[config.mk]
export PLATFORM = sky130hd
export DESIGN_NAME = updi_bridge
export DESIGN_NICKNAME = d
export VERILOG_FILES = /design/src/rtl/updi_pkg.sv /design/src/rtl/updi_frame_byte_sel.sv /design/src/rtl/updi_bridge.sv
export SDC_FILE = /design/constraint.sdc
export NUM_CORES = 1
export LEC_CHECK = 0
export CORE_ASPECT_RATIO = 1.5
export CORE_MARGIN = 2
export CORE_UTILIZATION = 56
export DETAILED_ROUTE_END_ITERATION = 8
export MAX_ROUTING_LAYER = met4
export PLACE_DENSITY = 0.85
export SKIP_CTS_REPAIR_TIMING = 1
export SLEW_MARGIN = 15
export SYNTH_ARGS = -nofsm -noshare
export SYNTH_HDL_FRONTEND = slang
export SYNTH_HIERARCHICAL = 1
export SYNTH_SLANG_ARGS = --single-unit
[constraint.sdc]
create_clock -name clk -period 6.24 [get_ports clk]
set_input_delay 1.56 -clock clk [delete_from_list [all_inputs] [get_ports clk]]
set_output_delay 1.56 -clock clk [all_outputs]
set_load 0.005 [all_outputs]
[src/rtl/updi_pkg.sv]
// Shared UPDI types: instruction modes, frame constants, bridge state encoding.
// Latency: n/a (types and constants only).
// Backpressure: n/a.
package updi_pkg;

    typedef enum logic [2:0] {
        MODE_IDLE = 3'd0,
        MODE_LDCS = 3'd1,
        MODE_STCS = 3'd2,
        MODE_LDS  = 3'd3,
        MODE_STS  = 3'd4,
        MODE_KEY  = 3'd5
    } updi_bridge_mode;

    localparam logic [7:0] UPDI_SYNCH        = 8'h55;
    localparam logic [7:0] UPDI_ACK          = 8'h40;
    localparam logic [7:0] UPDI_OP_LDCS      = 8'h80;
    localparam logic [7:0] UPDI_OP_STCS      = 8'hC0;
    localparam logic [7:0] UPDI_OP_LDS_A16_B = 8'h04;
    localparam logic [7:0] UPDI_OP_STS_A16_B = 8'h44;
    localparam logic [7:0] UPDI_OP_KEY_64    = 8'hE0;

    typedef enum logic [2:0] {
        ST_IDLE,
        ST_SEND,
        ST_ECHO,
        ST_RECV,
        ST_DONE
    } bridge_state_t;

endpackage

[src/rtl/updi_frame_byte_sel.sv]
// Maps (mode, byte index, latched operands) to the UPDI frame byte, frame length and response point.
// Latency: purely combinational.
// Backpressure: none; the bridge owns all sequencing.
// Ports: mode/idx/cs_addr/addr/data/key in; tx_byte (byte at idx), frame_len (TX bytes in frame),
//        rsp_after (a target response follows the byte at idx) out.
module updi_frame_byte_sel
    import updi_pkg::*;
(
    input  updi_bridge_mode mode,
    input  logic [3:0]      idx,
    input  logic [3:0]      cs_addr,
    input  logic [15:0]     addr,
    input  logic [7:0]      data,
    input  logic [63:0]     key,
    output logic [7:0]      tx_byte,
    output logic [3:0]      frame_len,
    output logic            rsp_after
);

    // Key bytes occupy frame indices 2..9; the low 3 bits wrap cleanly onto key byte 0..7.
    logic [2:0] key_sel;
    assign key_sel = idx[2:0] - 3'd2;

    always_comb begin
        tx_byte   = UPDI_SYNCH;
        frame_len = 4'd0;
        rsp_after = 1'b0;
        case (mode)
            MODE_LDCS: begin
                frame_len = 4'd2;
                rsp_after = (idx == 4'd1);
                if (idx == 4'd1) tx_byte = UPDI_OP_LDCS | {4'h0, cs_addr};
            end
            MODE_STCS: begin
                frame_len = 4'd3;
                if (idx == 4'd1) tx_byte = UPDI_OP_STCS | {4'h0, cs_addr};
                if (idx == 4'd2) tx_byte = data;
            end
            MODE_LDS: begin
                frame_len = 4'd4;
                rsp_after = (idx == 4'd3);
                if (idx == 4'd1) tx_byte = UPDI_OP_LDS_A16_B;
                if (idx == 4'd2) tx_byte = addr[7:0];
                if (idx == 4'd3) tx_byte = addr[15:8];
            end
            MODE_STS: begin
                // ACK after the address and again after the data byte.
                frame_len = 4'd5;
                rsp_after = (idx == 4'd3) || (idx == 4'd4);
                if (idx == 4'd1) tx_byte = UPDI_OP_STS_A16_B;
                if (idx == 4'd2) tx_byte = addr[7:0];
                if (idx == 4'd3) tx_byte = addr[15:8];
                if (idx == 4'd4) tx_byte = data;
            end
            MODE_KEY: begin
                frame_len = 4'd10;
                if (idx == 4'd1)      tx_byte = UPDI_OP_KEY_64;
                else if (idx != 4'd0) tx_byte = key[{key_sel, 3'b000} +: 8];
            end
            default: begin
                frame_len = 4'd0;
            end
        endcase
    end

endmodule

[src/rtl/updi_bridge.sv]
// Serialises one UPDI instruction into frame bytes, checks the single-wire echo, collects the response.
// Latency: one response per instruction; IDLE mode answers the cycle after the handshake.
// Backpressure: cmd_ready only in IDLE; tx_valid holds byte until tx_ready; RX waits bounded by TIMEOUT_CYCLES.
// Ports: cmd_* request in, rsp_* one-cycle result out, tx_* UART TX valid/ready, rx_* UART RX strobe.
module updi_bridge
    import updi_pkg::*;
#(
    parameter int TIMEOUT_CYCLES = 100000
) (
    input  logic            clk,
    input  logic            rst,
    input  logic            cmd_valid,
    output logic            cmd_ready,
    input  updi_bridge_mode cmd_mode,
    input  logic [3:0]      cmd_cs_addr,
    input  logic [15:0]     cmd_addr,
    input  logic [7:0]      cmd_data,
    input  logic [63:0]     cmd_key,
    output logic            rsp_valid,
    output logic [7:0]      rsp_data,
    output logic            rsp_error,
    output logic            tx_valid,
    input  logic            tx_ready,
    output logic [7:0]      tx_data,
    input  logic            rx_valid,
    input  logic [7:0]      rx_data,
    input  logic            rx_frame_err
);

    localparam int             CW       = $clog2(TIMEOUT_CYCLES + 1);
    localparam logic [CW-1:0]  TMO_LAST = CW'(TIMEOUT_CYCLES - 1);

    bridge_state_t   state, state_n;
    logic [3:0]      idx, idx_n;
    logic [CW-1:0]   tmo_cnt, tmo_cnt_n;
    logic            err, err_n;
    logic [7:0]      rsp_data_q, rsp_data_n;

    updi_bridge_mode mode_q;
    logic [3:0]      cs_q;
    logic [15:0]     addr_q;
    logic [7:0]      data_q;
    logic [63:0]     key_q;

    logic [7:0]      sel_byte;
    logic [3:0]      frame_len;
    logic            rsp_after;
    logic            cmd_fire;

    updi_frame_byte_sel u_sel (
        .mode      (mode_q),
        .idx       (idx),
        .cs_addr   (cs_q),
        .addr      (addr_q),
        .data      (data_q),
        .key       (key_q),
        .tx_byte   (sel_byte),
        .frame_len (frame_len),
        .rsp_after (rsp_after)
    );

    assign cmd_ready = (state == ST_IDLE) && !rst;
    assign cmd_fire  = cmd_valid && cmd_ready;
    assign tx_valid  = (state == ST_SEND);
    assign tx_data   = tx_valid ? sel_byte : 8'h00;
    assign rsp_valid = (state == ST_DONE);
    assign rsp_error = rsp_valid && err;
    assign rsp_data  = rsp_data_q;

    always_comb begin
        state_n    = state;
        idx_n      = idx;
        tmo_cnt_n  = tmo_cnt;
        err_n      = err;
        rsp_data_n = rsp_data_q;
        case (state)
            ST_IDLE: begin
                if (cmd_valid) begin
                    idx_n = 4'd0;
                    err_n = 1'b0;
                    if (cmd_mode == MODE_IDLE) begin
                        rsp_data_n = 8'h00;
                        state_n    = ST_DONE;
                    end else begin
                        state_n = ST_SEND;
                    end
                end
            end
            ST_SEND: begin
                // rx_valid is not looked at here: an echo cannot precede its byte.
                if (tx_ready) begin
                    tmo_cnt_n = '0;
                    state_n   = ST_ECHO;
                end
            end
            ST_ECHO: begin
                if (rx_valid) begin
                    if (rx_frame_err || (rx_data != sel_byte)) begin
                        err_n      = 1'b1;
                        rsp_data_n = 8'h00;
                        state_n    = ST_DONE;
                    end else begin
                        idx_n = idx + 4'd1;
                        if (rsp_after) begin
                            tmo_cnt_n = '0;
                            state_n   = ST_RECV;
                        end else if (idx == frame_len - 4'd1) begin
                            rsp_data_n = 8'h00;
                            state_n    = ST_DONE;
                        end else begin
                            state_n = ST_SEND;
                        end
                    end
                end else if (tmo_cnt == TMO_LAST) begin
                    err_n      = 1'b1;
                    rsp_data_n = 8'h00;
                    state_n    = ST_DONE;
                end else begin
                    tmo_cnt_n = tmo_cnt + CW'(1);
                end
            end
            ST_RECV: begin
                if (rx_valid) begin
                    if (rx_frame_err) begin
                        err_n      = 1'b1;
                        rsp_data_n = 8'h00;
                        state_n    = ST_DONE;
                    end else if (mode_q == MODE_STS) begin
                        rsp_data_n = 8'h00;
                        if (rx_data != UPDI_ACK) begin
                            err_n   = 1'b1;
                            state_n = ST_DONE;
                        end else if (idx < frame_len) begin
                            // First ACK: the data byte still has to go out.
                            state_n = ST_SEND;
                        end else begin
                            state_n = ST_DONE;
                        end
                    end else begin
                        rsp_data_n = rx_data;
                        state_n    = ST_DONE;
                    end
                end else if (tmo_cnt == TMO_LAST) begin
                    err_n      = 1'b1;
                    rsp_data_n = 8'h00;
                    state_n    = ST_DONE;
                end else begin
                    tmo_cnt_n = tmo_cnt + CW'(1);
                end
            end
            ST_DONE: begin
                state_n = ST_IDLE;
            end
            default: begin
                state_n = ST_IDLE;
            end
        endcase
    end

    always_ff @(posedge clk) begin
        if (rst) begin
            state      <= ST_IDLE;
            idx        <= 4'd0;
            tmo_cnt    <= '0;
            err        <= 1'b0;
            rsp_data_q <= 8'h00;
            mode_q     <= MODE_IDLE;
            cs_q       <= 4'h0;
            addr_q     <= 16'h0000;
            data_q     <= 8'h00;
            key_q      <= 64'h0;
        end else begin
            state      <= state_n;
            idx        <= idx_n;
            tmo_cnt    <= tmo_cnt_n;
            err        <= err_n;
            rsp_data_q <= rsp_data_n;
            if (cmd_fire) begin
                mode_q <= cmd_mode;
                cs_q   <= cmd_cs_addr;
                addr_q <= cmd_addr;
                data_q <= cmd_data;
                key_q  <= cmd_key;
            end
        end
    end

endmodule

==> impl_metrics.env <==
export IMPL_status="finished, final reports clean"
export IMPL_start_kind="flop"
export IMPL_final_setup_worst_slack_ps=1450
export IMPL_drive_above_1_share_pct=6.63
export IMPL_clk_pin_slew_ps=60
export IMPL_hp_class="flop to flop"
export IMPL_drv_cap=0
export IMPL_finClkSkew_ps=8.77
export IMPL_wl_per_cell_um=16.7
export IMPL_start_util_pct=57.3
export IMPL_clk_path_buf_depth=2
export IMPL_fp_dieH_um=137
export IMPL_pre_cts_slack_ps=1710
export IMPL_crit_arrival_ps=3230
export IMPL_path_cells="nor4b_2 -> nor2b_1 -> o2bb2ai_1 -> a221oi_2 -> o211ai_1 -> and2_1 -> clkdlybuf4s50_1"
export IMPL_synthFlopType="dfxtp_1"
export IMPL_grt_max_degree=106
export IMPL_totalPowerFinal_mw=2.56
export IMPL_path_class="flop to primary output"
export IMPL_grt_util_met1_pct=34.0
export IMPL_p_int_mw=1.80
export IMPL_ant_nets=0
export IMPL_clock_power_share_pct=42.6
export IMPL_worstSetupEndpointType="primary output"
export IMPL_cts_max_level=4
export IMPL_dr_pass1_iters=5
export IMPL_ys_ff_latch=128
export IMPL_share_seq_of_total_power_pct=37.2
export IMPL_synth_top_area_share_pct=38.8
export IMPL_crit_slowest_cell="dfxtp_1"
export IMPL_vdd_drop_max_v=0.000217
export IMPL_diodes=0
export IMPL_finalWirelength_um=18400
export IMPL_pwr_share_comb_pct=20.1
export IMPL_grt_pass1_wl_um=29900
export IMPL_use_met3_pct=5.45
export IMPL_place_detailed_hpwl_um=12600
export IMPL_yosysTopAreaCell="dfxtp_1"
export IMPL_antenna_found_initial=0
export IMPL_fin_crit_sh_pct=76.8
export IMPL_nets=1053
export IMPL_leakage_nw=3.09
export IMPL_synth_edff_count=0
export IMPL_grt_pass1_vias=6108
export IMPL_clock_latency_ps=420
export IMPL_yosysWarningCount=6
export IMPL_hold_violations=0
export IMPL_slowest_delay_ps=860
export IMPL_netSwitchingFraction_pct=29.6
export IMPL_gp_congestion=0.883
export IMPL_async_flop_share_pct=0
export IMPL_setup_viol=0
export IMPL_final_cell_mix="nand2_1, clkdlybuf4s50_1, dfxtp_1, a21oi_1, mux2i_1"
export IMPL_core_um2=11500
export IMPL_root_buffer="clkbuf_16"
export IMPL_rows=48
export IMPL_gr_total_overflow=0
export IMPL_finalSetupTns_ps=0
export IMPL_drv_slew=0
export IMPL_vias_per_cell=5.78
export IMPL_rsz0062_at_grt="no"
export IMPL_cts_buffers=17
export IMPL_p_switching_uw=756
export IMPL_drc=0
export IMPL_drt_initial_drc_count=466
export IMPL_slew_headroom_pct=26.2
export IMPL_cts_tree="yes"
export IMPL_busiest_layer="met2"
export IMPL_clock_sinks=128
export IMPL_syn_to_final_growth_pct=28.7
export IMPL_final_common_cell="nand2_1"
export IMPL_io_buffers=128
export IMPL_grtUsageTotal_pct=30.6
export IMPL_die_width_um=92.7
export IMPL_syn_num_nets=960
export IMPL_syn_avg_cell_area_um2=7.83
export IMPL_clock_fmax_ghz=0.209
export IMPL_power_density_nw_per_um2=300
export IMPL_worstMarginPinSlew_ps=1100
export IMPL_ys_seq_area_share_pct=38.8
export IMPL_num_fill_cells=924
export IMPL_die_area_um2=12700
export IMPL_synth_area_leaders="dfxtp_1, nand2_1, a21oi_1, mux2i_1, xnor2_1"
export IMPL_io_pins=129
export IMPL_synth_cells=844
export IMPL_syn_area_um2=6610
export IMPL_grt_met2_usage_pct=53.5
export IMPL_min_period_ps=4790
export IMPL_synth_cell_types=71
export IMPL_critPathMaxFanout=23
export IMPL_critPathRequiredTime_ps=4680
export IMPL_via_count=6357
## kinds of logic (layout without fill, tap and decap cells)
| kind of cell | count (synthesis) | in the layout | synth area share [%] |
|---|---|---|---|
| compound gates | 207 | 207 | 19.4 |
| xor+xnor | 29 | 29 | 3.84 |
| fa+ha+maj | 7 | 7 | 1.32 |
| buf+inv | 75 | 181 | 4.79 |
| flops | 128 | 128 | 38.8 |
| mux | 33 | 33 | 5.39 |
| simple gates | 365 | 365 | 26.5 |
## final cells by class
class	instances	area [um^2]	area share, %
Clock buffer	17	425	5.00
Clock inverter	15	220	2.59
Inverter	16	60.1	0.705
Multi-Input combinational cell	641	3740	43.9
Sequential cell	128	2560	30.1
Tap cell	150	188	2.20
Timing Repair Buffer	133	1320	15.5
## through the flow
stage	cells	util [%]	hold slack, ps	area (um^2)
after floorplan	844	-	431	6610
final	1100	73.8	453	8510
after detailed placement	1068	68.2	446	7870
after CTS	1100	73.8	455	8510
after global placement	1068	68.2	438	7870
after global routing	1100	73.8	472	8510
## synthesized netlist by cell type, types with 9 or more instances
cell      count
inv_1        16
and3_1        9
nand2b_1     10
mux2i_1      30
and2_1       14
a211oi_1     10
o21ai_0      11
a21oi_1     121
nand2_1     224
nor3_1       15
nor2b_1      14
nor2_1       29
buf_2        13
xnor2_1      25
dfxtp_1     128
a22o_1        9
clkbuf_1     41
## critical path: cells and delay by family (launching register included)
family	cells	cell delay, ps
flops	1	860
buf+inv	1	500
compound gates	3	470
simple gates	3	980
## state kept, by name, indices dropped and copies added, names as in the netlist
register,cells
err,1
data_q,8
key_q,64
rsp_data,8
cs_q,4
idx,4
addr_q,16
tmo_cnt,17
mode_q,3
state,3
## per-layer routing
layer,up-vias,wire length [um]
met5,-,0
met2,212,10000
met3,50,829
met4,0,607
met1,2980,6930
li1,3115,-
## worst paths after layout
kind,from,end,slack [ps],depth (start not counted)
worst max-delay path,idx[2],tx_data[2],1450,7
worst min-delay path,key_q[37],key_q[37],450,2
worst max register to register,idx[2],tmo_cnt[8],1890,12
worst min register to register,key_q[37],key_q[37],450,2
## power groups by stage
stage / clock network, mW / registers, mW / logic (mW)
finish: 1.09 / 0.952 / 0.515
detailed placement: 0 / 0.967 / 0.509
floorplan: 0 / 0.936 / 0.358
global placement: 0 / 0.966 / 0.503
global route: 1.13 / 0.961 / 0.568
CTS: 1.10 / 0.951 / 0.514
Power figures use the tool's default switching activity.
